[config.mk]
export PLATFORM = sky130hd
export DESIGN_NAME = sram_arbiter
export DESIGN_NICKNAME = d
export VERILOG_FILES = /design/src/rtl/sram_arbiter.sv
export SDC_FILE = /design/constraint.sdc
export NUM_CORES = 1
export LEC_CHECK = 0
export ABC_AREA = 1
export ABC_CLOCK_PERIOD_IN_PS = 3550
export BUFFER_PORTS_ARGS = -buffer_cell sky130_fd_sc_hd__buf_4
export CORE_AREA = 2 2 95 166
export CTS_CLUSTER_SIZE = 25
export DETAILED_ROUTE_END_ITERATION = 16
export DIE_AREA = 0 0 97 168
export PLACE_DENSITY = 0.49
export SETUP_SLACK_MARGIN = 0.1
export SLEW_MARGIN = 10
export SYNTH_ARGS = -nofsm -noshare
export SYNTH_HDL_FRONTEND = slang
export SYNTH_SLANG_ARGS = --single-unit
[constraint.sdc]
create_clock -name i_clk -period 3.55 [get_ports i_clk]
set_input_delay 0.355 -clock i_clk [delete_from_list [all_inputs] [get_ports i_clk]]
set_output_delay 0.355 -clock i_clk [all_outputs]
set_load 0.01 [all_outputs]
[src/rtl/sram_arbiter.sv]
// Two-port round-robin arbiter in front of a single-issue SRAM controller.
// Optional WAIT-state timeout abort is built when SRAM_ARB_TIMEOUT_EN is defined.
module sram_arbiter #(
   parameter int unsigned TIMEOUT_CYCLES = 16
) (
   input  logic        i_clk,
   input  logic        i_rst_n,
   input  logic        p0_req,
   input  logic        p0_wr,
   input  logic [19:0] p0_addr,
   input  logic [15:0] p0_wdata,
   output logic        p0_ack,
   output logic [15:0] p0_rdata,
   output logic        p0_err,
   input  logic        p1_req,
   input  logic        p1_wr,
   input  logic [19:0] p1_addr,
   input  logic [15:0] p1_wdata,
   output logic        p1_ack,
   output logic [15:0] p1_rdata,
   output logic        p1_err,
   output logic        mem_request,
   output logic        mem_wr,
   output logic [19:0] mem_addr,
   output logic [15:0] mem_w_value,
   input  logic [15:0] mem_r_value,
   input  logic        mem_valid,
   output logic        busy
);

   typedef enum logic [1:0] {IDLE, ISSUE, WAIT, DONE} state_t;

   state_t state, state_nxt;
   logic   last_grant;
   logic   gnt;
   logic   grant_take;
   logic   grant_port;
   logic   capture;
   logic   timeout_hit;

   if (TIMEOUT_CYCLES < 2) begin : g_param_check
      $error("sram_arbiter: TIMEOUT_CYCLES must be at least 2");
   end

`ifdef SRAM_ARB_TIMEOUT_EN
   localparam int unsigned CNT_W = $clog2(TIMEOUT_CYCLES + 1);
   localparam logic [CNT_W-1:0] TMO_LAST = CNT_W'(TIMEOUT_CYCLES - 2);

   logic [CNT_W-1:0] tmo_cnt;
   logic             err_q;

   // Abort decided one cycle early so DONE lands as the count reaches TIMEOUT_CYCLES-1.
   assign timeout_hit = (state == WAIT) && !mem_valid && (tmo_cnt >= TMO_LAST);

   always_ff @(posedge i_clk or negedge i_rst_n) begin
      if (!i_rst_n) begin
         tmo_cnt <= '0;
         err_q   <= 1'b0;
      end else begin
         if (state == ISSUE)
            tmo_cnt <= '0;
         else if (state == WAIT)
            tmo_cnt <= tmo_cnt + 1'b1;
         if (state != DONE)
            err_q <= timeout_hit;
      end
   end

   assign p0_err = p0_ack & err_q;
   assign p1_err = p1_ack & err_q;
`else
   assign timeout_hit = 1'b0;
   assign p0_err      = 1'b0;
   assign p1_err      = 1'b0;
`endif

   always_comb begin
      state_nxt  = state;
      grant_take = 1'b0;
      grant_port = last_grant;
      capture    = 1'b0;
      case (state)
         IDLE: begin
            if (p0_req || p1_req) begin
               grant_take = 1'b1;
               grant_port = (p0_req && p1_req) ? ~last_grant : p1_req;
               state_nxt  = ISSUE;
            end
         end
         ISSUE: begin
            if (mem_valid) begin
               capture   = 1'b1;
               state_nxt = DONE;
            end else begin
               state_nxt = WAIT;
            end
         end
         WAIT: begin
            if (mem_valid) begin
               capture   = 1'b1;
               state_nxt = DONE;
            end else if (timeout_hit) begin
               state_nxt = DONE;
            end
         end
         DONE: state_nxt = IDLE;
         default: state_nxt = IDLE;
      endcase
   end

   always_ff @(posedge i_clk or negedge i_rst_n) begin
      if (!i_rst_n) begin
         state       <= IDLE;
         last_grant  <= 1'b1;
         gnt         <= 1'b0;
         mem_wr      <= 1'b0;
         mem_addr    <= '0;
         mem_w_value <= '0;
         p0_rdata    <= '0;
         p1_rdata    <= '0;
      end else begin
         state <= state_nxt;
         if (grant_take) begin
            last_grant  <= grant_port;
            gnt         <= grant_port;
            mem_wr      <= grant_port ? p1_wr    : p0_wr;
            mem_addr    <= grant_port ? p1_addr  : p0_addr;
            mem_w_value <= grant_port ? p1_wdata : p0_wdata;
         end
         if (capture && !mem_wr) begin
            if (gnt)
               p1_rdata <= mem_r_value;
            else
               p0_rdata <= mem_r_value;
         end
      end
   end

   assign mem_request = (state == ISSUE);
   assign busy        = (state != IDLE);
   assign p0_ack      = (state == DONE) && !gnt;
   assign p1_ack      = (state == DONE) &&  gnt;

endmodule

==> impl_metrics.toml <==
[outcome]
status = "finished, final reports clean"

[yosys]
synth_seq_cells = 73
yosysMostFrequentCell = "nand2_1"
synth_cells = 499
ys.flop_type = "dfrtp_1"
synth-seq-area-share = 0.4944
ys_warn_count = 0
syn_avg_cell_area_um2 = 7.409
yosys.area.top_type = "dfrtp_1"
synth_area_leaders = "dfrtp_1 (49%), nand2_1 (18%), nand3_1 (12%)"
synth_top_area_share = 0.4873
synth_edf_count = 0
synth_cell_types = 19
synth_common_cells = "nand2_1 (175), inv_1 (101), nand3_1 (92), dfrtp_1 (72), o21ai_0 (17)"
async_reset_ff_frac = 1.000
synth_area_um2 = 3697

[sta]
slew_viol_final = 0
rsz0062_at_grt = "false"
min_period_ns = 2.162
fin_crit_sh = 0.6090
slew_headroom = 0.3379
hold_viol = 0
setup_ws_ns = 1.388
fmax_mhz = 462.5
setup_viol = 0
tns_ns = 0
skew_ns = 0.007235
worst_pin_slew_ns = 0.9899

[worst_setup_path]
worstPathMaxFanout = 38
crit_type = "reg -> reg"
cp-end-kind = "flop"
cp_cell_sequence = "inv_1 > ha_1 > nand2_1 > nand2_1 > buf_4 > nand2_1 > buf_4 > nand2_1 > nand3_1 > nand2_1"
worstPathArrival_ns = 2.42
path_common_cell = "nand2_1"
path_buf_inv = 3
max_stage_delay_ns = 0.42
start_kind = "flop"
worstPathRequired_ns = 3.81
crit_path_top_delay_cell = "dfrtp_1"
crit_family = "buffers and inverters"

[power]
vdd_drop_max_uv = 248.1
power_density_nw_per_um2 = 861.3
leakagePower_nw = 3.135

[floorplan]
fp.dieH_um = 168
die_w_um = 97
rows = 60
die_area_um2 = 16300
initial_core_util = 0.2450
fp.coreArea_um2 = 15090
pin_count = 170

[cts]
cts_hold_buffers = 0
numCtsBuffers = 9
clkLatencyLatePin_ns = 0.32
cts.repair.resized = 0
clock-root-buffer = "clkbuf_16"
htree_levels = 3
cts_tree = "built"
cts_setup_buffers = 0
clk_pin_slew_ns = 0.06
clockBufferDepth = 2
clkSinkCount = 73

[final_layout]
syn2layout_area_growth_pct = 44.87
nets = 755
finalInstanceArea_um2 = 5356
fillers = 1619
stdcell_count = 846
drive_above_1_share = 0.2924
antenna_cells = 0

[placement]
io_buffers = 167
dp.cells = 830
gp_congestion = 0.7569
pre_cts_ws_ns = 1.387
placed_area_um2 = 5059
dp_hpwl_um = 8225

[grt]
antenna_found_initial = 0
grt_overflow = 0
track_usage = 0.1416
grt_start_max_net_pins = 74
grt_pass1_vias = 3735
grt_pass1_wl_um = 18620

[drt]
wl_um = 11190
drtIter0Drc = 104
ant_nets = 0
viasPerCell = 4.248
firstDrtPassIters = 4
drc = 0
vias = 3594
avgRoutedWirePerCell_um = 13.22

[worst_hold_path]
hold_path_class = "in -> async"

[run]
maxCapViolations = 0
[stage by stage]
stage	hold WS (ns)	power, mW	util
after floorplan	0.05941	2.759	-
after global placement	0.4589	3.738	0.3352
after detailed placement	0.4632	3.783	0.3352
after CTS	0.2147	4.723	0.3550
after global routing	0.2394	5.051	0.3550
final	0.1737	4.613	0.3550
[registers in the layout, summed over array words and instances, names as in the netlist]
signal and cells:
mem_addr 20, mem_w_value 16, mem_wr 1, gnt 1
p0_rdata 16, p1_rdata 16, last_grant 1, state 2
[cells in the final DEF, fill, tap and decap left out, types with 2 or more instances in the layout]
cell | synthesis | final
nand2_1 | 175 | 175
buf_4 | 9 | 171
inv_1 | 101 | 101
nand3_1 | 92 | 91
dfrtp_1 | 72 | 72
o21ai_0 | 17 | 17
clkbuf_16 | 0 | 9
ha_1 | 5 | 5
inv_2 | 2 | 2
conb_1 | 1 | 2
clkinv_2 | 0 | 2
clkinvlp_4 | 0 | 2
[layer usage]
metal / vias to the layer above / track usage / routed length [um]
li1: 1804 / - / -
met1: 1641 / 0.1565 / 4249
met2: 142 / 0.2618 / 6054
met3: 7 / 0.03861 / 793
met4: 0 / 0.04287 / 89
met5: - / 0 / 0
[cell families (layout without fill, tap and decap cells)]
kind of cell,after synthesis,count (layout),share of synthesized area
buffers and inverters,130,290,0.1489
and+or+nand+nor,272,272,0.3144
other,1,2,0.001014
DFF,73,73,0.4944
adders and majority gates,5,5,0.01692
AOI/OAI and AO/OA,18,18,0.02436
[report_power, final]
part | total (mW) | internal [mW] | switching (mW)
registers | 1.50 | 1.25 | 0.250
logic | 2.21 | 0.939 | 1.27
clock network | 0.899 | 0.561 | 0.338
[final cells by class]
type / count / area, um^2 / area share
multi-input combinational: 297 / 1328 / 0.2478
clock buffer: 11 / 242.7 / 0.04532
timing repair buffer: 171 / 1284 / 0.2397
sequential: 73 / 1828 / 0.3413
inverter: 103 / 386.6 / 0.07218
tap: 186 / 232.7 / 0.04345
clock inverter: 5 / 55.05 / 0.01028
[final timing paths]
path / start / end / slack [ns] / cells after the start
max: state[0] / mem_addr[6] / 1.39 / 10
max reg2reg: state[0] / mem_addr[6] / 1.39 / 10
max in group asynchronous: i_rst_n / mem_addr[3] / 2.77 / 1
min in group i_clk: mem_r_value[2] / p1_rdata[2] / 0.25 / 3
min: i_rst_n / p0_rdata[8] / 0.17 / 1
min reg2reg: p0_rdata[12] / p0_rdata[12] / 0.47 / 2
(Power assumes the default switching activity.)
